<file path="src/rtl/ws2812_bit_encoder_pkg.sv">
// Shared types and defaults for the WS2812 bit encoder: FSM encoding,
// 50 MHz timing defaults, GRB word width and the captured-bit payload.
package ws2812_bit_encoder_pkg;

  // Encoder FSM states
  typedef enum logic [1:0] {
    IDLE  = 2'd0,
    SEND  = 2'd1,
    LATCH = 2'd2
  } enc_state_e;

  // Default WS2812 timing at 50 MHz
  localparam int unsigned T0H_CYC_DEF = 20;    // 0.40 us
  localparam int unsigned T1H_CYC_DEF = 40;    // 0.80 us
  localparam int unsigned BIT_CYC_DEF = 63;    // 1.26 us
  localparam int unsigned RST_CYC_DEF = 2600;  // 52 us

  // One GRB pixel word, shared with the upstream shift register
  localparam int unsigned GRB_W = 24;

  // Bit captured on handshake: its value and whether it closes the frame
  typedef struct packed {
    logic data;
    logic last;
  } led_bit_t;

  function automatic int unsigned max_u(input int unsigned a, input int unsigned b);
    return (a > b) ? a : b;
  endfunction

  // Counter width able to hold 0 .. max(bit_cyc, rst_cyc)-1
  function automatic int unsigned cnt_width(input int unsigned bit_cyc,
                                            input int unsigned rst_cyc);
    int unsigned m;
    m = max_u(bit_cyc, rst_cyc);
    return (m < 2) ? 1 : $clog2(m);
  endfunction

endpackage

</file>
<file path="src/rtl/ws2812_bit_encoder.sv">
// WS2812 single-wire bit encoder. Takes one colour bit per valid/ready
// handshake and emits a fixed-period pulse whose high time encodes the bit.
// After the frame's last bit the line is held low for the latch period and
// latch_done pulses once. A bit accepted on the final cycle of the previous
// bit continues the waveform without a gap.
module ws2812_bit_encoder
  import ws2812_bit_encoder_pkg::*;
#(
  parameter int unsigned T0H_CYC = T0H_CYC_DEF,
  parameter int unsigned T1H_CYC = T1H_CYC_DEF,
  parameter int unsigned BIT_CYC = BIT_CYC_DEF,
  parameter int unsigned RST_CYC = RST_CYC_DEF
) (
  input  logic clk,
  input  logic rstn,
  input  logic bit_in,
  input  logic bit_valid,
  input  logic bit_last,
  output logic bit_ready,
  output logic dout,
  output logic busy,
  output logic latch_done
);

  localparam int unsigned CNT_W = cnt_width(BIT_CYC, RST_CYC);

  localparam logic [CNT_W-1:0] BIT_END = CNT_W'(BIT_CYC - 1);
  localparam logic [CNT_W-1:0] LAT_END = CNT_W'(RST_CYC - 1);
  localparam logic [CNT_W-1:0] T0H_LIM = CNT_W'(T0H_CYC);
  localparam logic [CNT_W-1:0] T1H_LIM = CNT_W'(T1H_CYC);

  // Reject timing sets that cannot form a valid WS2812 waveform
  if (!((T0H_CYC > 0) && (T0H_CYC < T1H_CYC) && (T1H_CYC < BIT_CYC) &&
        (RST_CYC >= 2))) begin : g_bad_timing
    $error("ws2812_bit_encoder: need 0 < T0H_CYC < T1H_CYC < BIT_CYC and RST_CYC >= 2");
  end

  enc_state_e       state;
  enc_state_e       state_n;
  logic [CNT_W-1:0] cnt;
  logic [CNT_W-1:0] cnt_n;
  led_bit_t         cur;
  led_bit_t         cur_n;
  logic             accept;

  logic             dout_n;
  logic             busy_n;
  logic             bit_ready_n;
  logic             latch_done_n;

  // Next-state, counter and next-output decode
  always_comb begin
    state_n      = state;
    cnt_n        = cnt;
    cur_n        = cur;
    accept       = bit_valid && bit_ready;
    dout_n       = 1'b0;
    busy_n       = 1'b0;
    bit_ready_n  = 1'b0;
    latch_done_n = 1'b0;

    unique case (state)
      IDLE: begin
        if (accept) begin
          state_n    = SEND;
          cnt_n      = '0;
          cur_n.data = bit_in;
          cur_n.last = bit_last;
        end
      end

      SEND: begin
        if (cnt == BIT_END) begin
          cnt_n = '0;
          if (cur.last) begin
            state_n = LATCH;
          end else if (accept) begin
            // Next bit starts immediately: no idle cycle on the line
            cur_n.data = bit_in;
            cur_n.last = bit_last;
          end else begin
            state_n = IDLE;
          end
        end else begin
          cnt_n = cnt + CNT_W'(1);
        end
      end

      LATCH: begin
        if (cnt == LAT_END) begin
          state_n = IDLE;
          cnt_n   = '0;
        end else begin
          cnt_n = cnt + CNT_W'(1);
        end
      end

      default: begin
        state_n = IDLE;
        cnt_n   = '0;
      end
    endcase

    // Outputs are decoded from the next state so the flops line up with it
    dout_n       = (state_n == SEND) &&
                   (cnt_n < (cur_n.data ? T1H_LIM : T0H_LIM));
    busy_n       = (state_n != IDLE);
    bit_ready_n  = (state_n == IDLE) ||
                   ((state_n == SEND) && (cnt_n == BIT_END) && !cur_n.last);
    latch_done_n = (state_n == LATCH) && (cnt_n == LAT_END);
  end

  // FSM state, bit-period counter and captured bit
  always_ff @(posedge clk or negedge rstn) begin
    if (!rstn) begin
      state <= IDLE;
      cnt   <= '0;
      cur   <= '0;
    end else begin
      state <= state_n;
      cnt   <= cnt_n;
      cur   <= cur_n;
    end
  end

  // Registered outputs; the line comes straight from a flop
  always_ff @(posedge clk or negedge rstn) begin
    if (!rstn) begin
      dout       <= 1'b0;
      busy       <= 1'b0;
      bit_ready  <= 1'b1;
      latch_done <= 1'b0;
    end else begin
      dout       <= dout_n;
      busy       <= busy_n;
      bit_ready  <= bit_ready_n;
      latch_done <= latch_done_n;
    end
  end

endmodule

</file>
<file path="config.mk">
export PLATFORM = sky130hd
export DESIGN_NAME = ws2812_bit_encoder
export DESIGN_NICKNAME = d
export VERILOG_FILES = /design/src/rtl/ws2812_bit_encoder_pkg.sv /design/src/rtl/ws2812_bit_encoder.sv
export SDC_FILE = /design/constraint.sdc
export NUM_CORES = 1
export LEC_CHECK = 0
export BUFFER_PORTS_ARGS = -buffer_cell sky130_fd_sc_hd__buf_4
export CAP_MARGIN = 10
export CELL_PAD_IN_SITES_DETAIL_PLACEMENT = 1
export CELL_PAD_IN_SITES_GLOBAL_PLACEMENT = 1
export CORE_MARGIN = 2
export CORE_UTILIZATION = 41
export CTS_CLUSTER_SIZE = 28
export DETAILED_ROUTE_END_ITERATION = 8
export MAX_ROUTING_LAYER = met4
export PLACE_DENSITY_LB_ADDON = 0.1
export SETUP_SLACK_MARGIN = 0.02
export SKIP_CTS_REPAIR_TIMING = 1
export SLEW_MARGIN = 20
export SYNTH_ARGS = -nofsm -noshare
export SYNTH_HDL_FRONTEND = slang
export SYNTH_SLANG_ARGS = --single-unit
</file>
<file path="constraint.sdc">
create_clock -name clk -period 3.5 [get_ports clk]
set_input_delay 0.525 -clock clk [delete_from_list [all_inputs] [get_ports clk]]
set_output_delay 0.525 -clock clk [all_outputs]
set_load 0.02 [all_outputs]
</file>
==> impl_metrics.ini <==
[cts]
clk_latency_ps = 320
cts_tree = built
cts_max_path_buffers = 2
cts_buffers = 3
root_buffer = clkbuf_4
clkSlewWorstSetupHoldPaths_ps = 130
htreeDepth = 1
clock-sinks = 20

[global_route]
grt_pass1_wl_um = 5750
grt_pass1_vias = 1184
grt_usage_pct = 23.4
grt_max_degree = 21
overflow = 0
antenna_found_initial = 0

[yosys]
ys_ff_latch = 20
syn-num-nets = 141
async_flop_share_pct = 100
avgSynthCellArea_um2 = 9.34
synthCells = 132
synthDistinctLibCells = 48
yosys_most_used_dff = dfrtp_1
synthesis.area_um2 = 1230
synth-edff-count = 0
yosysWarnings = 0
ys_seq_area_share_pct = 40.7

[worst_setup_path]
cp.required_ps = 3750
cp_max_fo = 6
startpoint = cnt[0]$_DFF_PN0_
criticalPathCategory = register to register
crit_path_end_kind = register
crit_arrival_ps = 3580
start_kind = register
r2r_start = cnt[0]$_DFF_PN0_

[cells_and_area]
fillers = 321
seq_area_um2 = 502
diodes = 0
multi_input_area_um2 = 723
syn_to_final_growth_pct = 21.7
final_core_util_pct = 53.5
drive_gt1_share_pct = 29.9
nNetsFinal = 164
fin_cells = 185

[routing]
wl_per_cell_um = 19.1
dr.pass1.iters = 4
drt-total-wl_um = 3530
drt-initial-drc-count = 71
viasPerCell = 6.25
drc_errors = 0
antenna_left = 0
vias = 1156

[power_and_ir_drop]
finalPower_mw = 1.34
peakVddDrop_mv = 0.442
leakage_nw = 0.661
p_per_area_nw_per_um2 = 891

[flow_run]
max_cap_viol_count = 0

[timing]
tightest_slew_ps = 628
period_needed_ps = 3330
skew_ps = 9.82
fin_setup_tns_ps = 0
fin_crit_sh_pct = 95.3
clock.fmax_ghz = 0.300
slew_headroom_pct = 58.0
hold_viol = 0
rsz0062_at_grt = false
setup_viol = 0
slew_viol_final = 0

[worst_hold_path]
hp-class = input port to asynchronous set/reset pin

[die]
die-area_um2 = 3460
start_util_pct = 43.9
die_w_um = 58.8
coreArea_um2 = 2810
die_h_um = 58.8
ioPinCount = 9
rows = 19

[status]
status = finished clean

[place]
portBuffers = 8
dp_hpwl_um = 2640
place.gp.congestion = 0.845
placed_cells = 177
==> power breakdown <==
group	leakage (nW)	internal (mW)	switching, mW
combinational	0.385	0.350	0.368
clock	0.0279	0.116	0.0797
sequential	0.248	0.319	0.105
==> stage by stage <==
step                      setup slack, ps  hold WS, ps  instance area [um^2]
after floorplan                      93.3          229                  1230
after global placement                169          419                  1380
after detailed placement              117          422                  1380
after CTS                            51.4         61.3                  1430
after global routing                 24.3         59.6                  1500
final                                 166         54.9                  1500
==> synthesized netlist by cell type (all sizes together) (2+ instances only) <==
cell / n / share of area [%]
a21o: 2 / 1.2
mux2: 2 / 1.8
or4: 3 / 2.4
ha: 4 / 4.1
o21ai: 9 / 3.7
dfrtp: 19 / 39
nand2b: 2 / 1.0
xnor2: 2 / 1.4
o31ai: 2 / 1.6
a31oi: 2 / 1.0
o32ai: 2 / 1.4
a21oi: 5 / 2.0
buf: 2 / 1.2
clkbuf: 2 / 0.91
nor2: 8 / 2.4
or3: 2 / 1.0
or2: 2 / 1.0
nand3: 10 / 4.1
nand2: 17 / 5.2
o21a: 2 / 1.2
nor4: 5 / 3.0
inv: 5 / 1.5
or3b: 2 / 1.4
and3: 2 / 1.0
nor3: 4 / 1.6
==> layout make-up <==
cell class | instances | area share [%]
Multi-Input combinational cell | 103 | 48.2
Sequential cell | 20 | 33.4
Timing Repair Buffer | 22 | 11.0
Tap cell | 31 | 2.59
Clock inverter | 1 | 2.00
Clock buffer | 3 | 1.50
Inverter | 5 | 1.25
==> cells by family (layout without fill, tap and decap cells) <==
logic type,count (synthesis),in the layout,share of synthesized area (%)
AND/OR/NAND/NOR,62,62,27.6
AO/OA/AOI/OAI,33,33,20.7
flip-flops,20,20,40.7
buffers and inverters,9,31,3.65
adder cells (fa/ha/maj),4,4,4.06
XOR/XNOR,2,2,1.42
multiplexers,2,2,1.83
==> registers in the layout (all words and copies together), names as in the netlist <==
signal,cells
cnt,12
cur,2
state,2
bit_ready,1
busy,1
dout,1
latch_done,1
==> final timing paths <==
kind	end	slack, ps	depth (start not counted)
worst max register to register	dout$_DFF_PN0_	170	13
worst min-delay path	cur[0]$_DFF_PN0_	50	1
worst min register to register	cur[1]$_DFF_PN0_	550	1
min in group clk	cur[0]$_DFF_PN0_	480	3
max in group asynchronous	bit_ready$_DFF_PN1_	3180	1
worst max-delay path	dout$_DFF_PN0_	170	13
==> critical path: stages (launching register included) <==
cell and delay [ps]:
dfrtp_1 410, inv_2 70, ha_1 150, or3b_4 380, or4_4 590, o2bb2ai_4 170, and3_4 180, a211oi_2 220
inv_1 80, ha_1 290, o21a_1 110, or2_2 270, a21bo_2 220, a21oi_2 120
==> placed cells by master, fill, tap and decap left out, drive strengths merged, types with 2 or more instances in the layout <==
cell / synthesis / routed
buf: 2 / 22
dfrtp: 19 / 19
nand2: 17 / 17
nand3: 10 / 10
o21ai: 9 / 9
nor2: 8 / 8
a21oi: 5 / 5
inv: 5 / 5
nor4: 5 / 5
nor3: 4 / 4
ha: 4 / 4
clkbuf: 2 / 3
or4: 3 / 3
nand2b: 2 / 2
or3b: 2 / 2
mux2: 2 / 2
a31oi: 2 / 2
a21o: 2 / 2
xnor2: 2 / 2
o32ai: 2 / 2
or3: 2 / 2
o21a: 2 / 2
and3: 2 / 2
o31ai: 2 / 2
or2: 2 / 2
==> layer usage <==
metal	global-route usage, %	vias up	part of all wire [%]	wire, um
met4	9.42	0	1.5	53
met1	31.0	589	46	1640
met5	-	-	0	0
met2	34.9	26	48	1700
li1	-	535	-	-
met3	5.05	6	4.0	141
No activity file was read; power rests on OpenSTA's default activity.
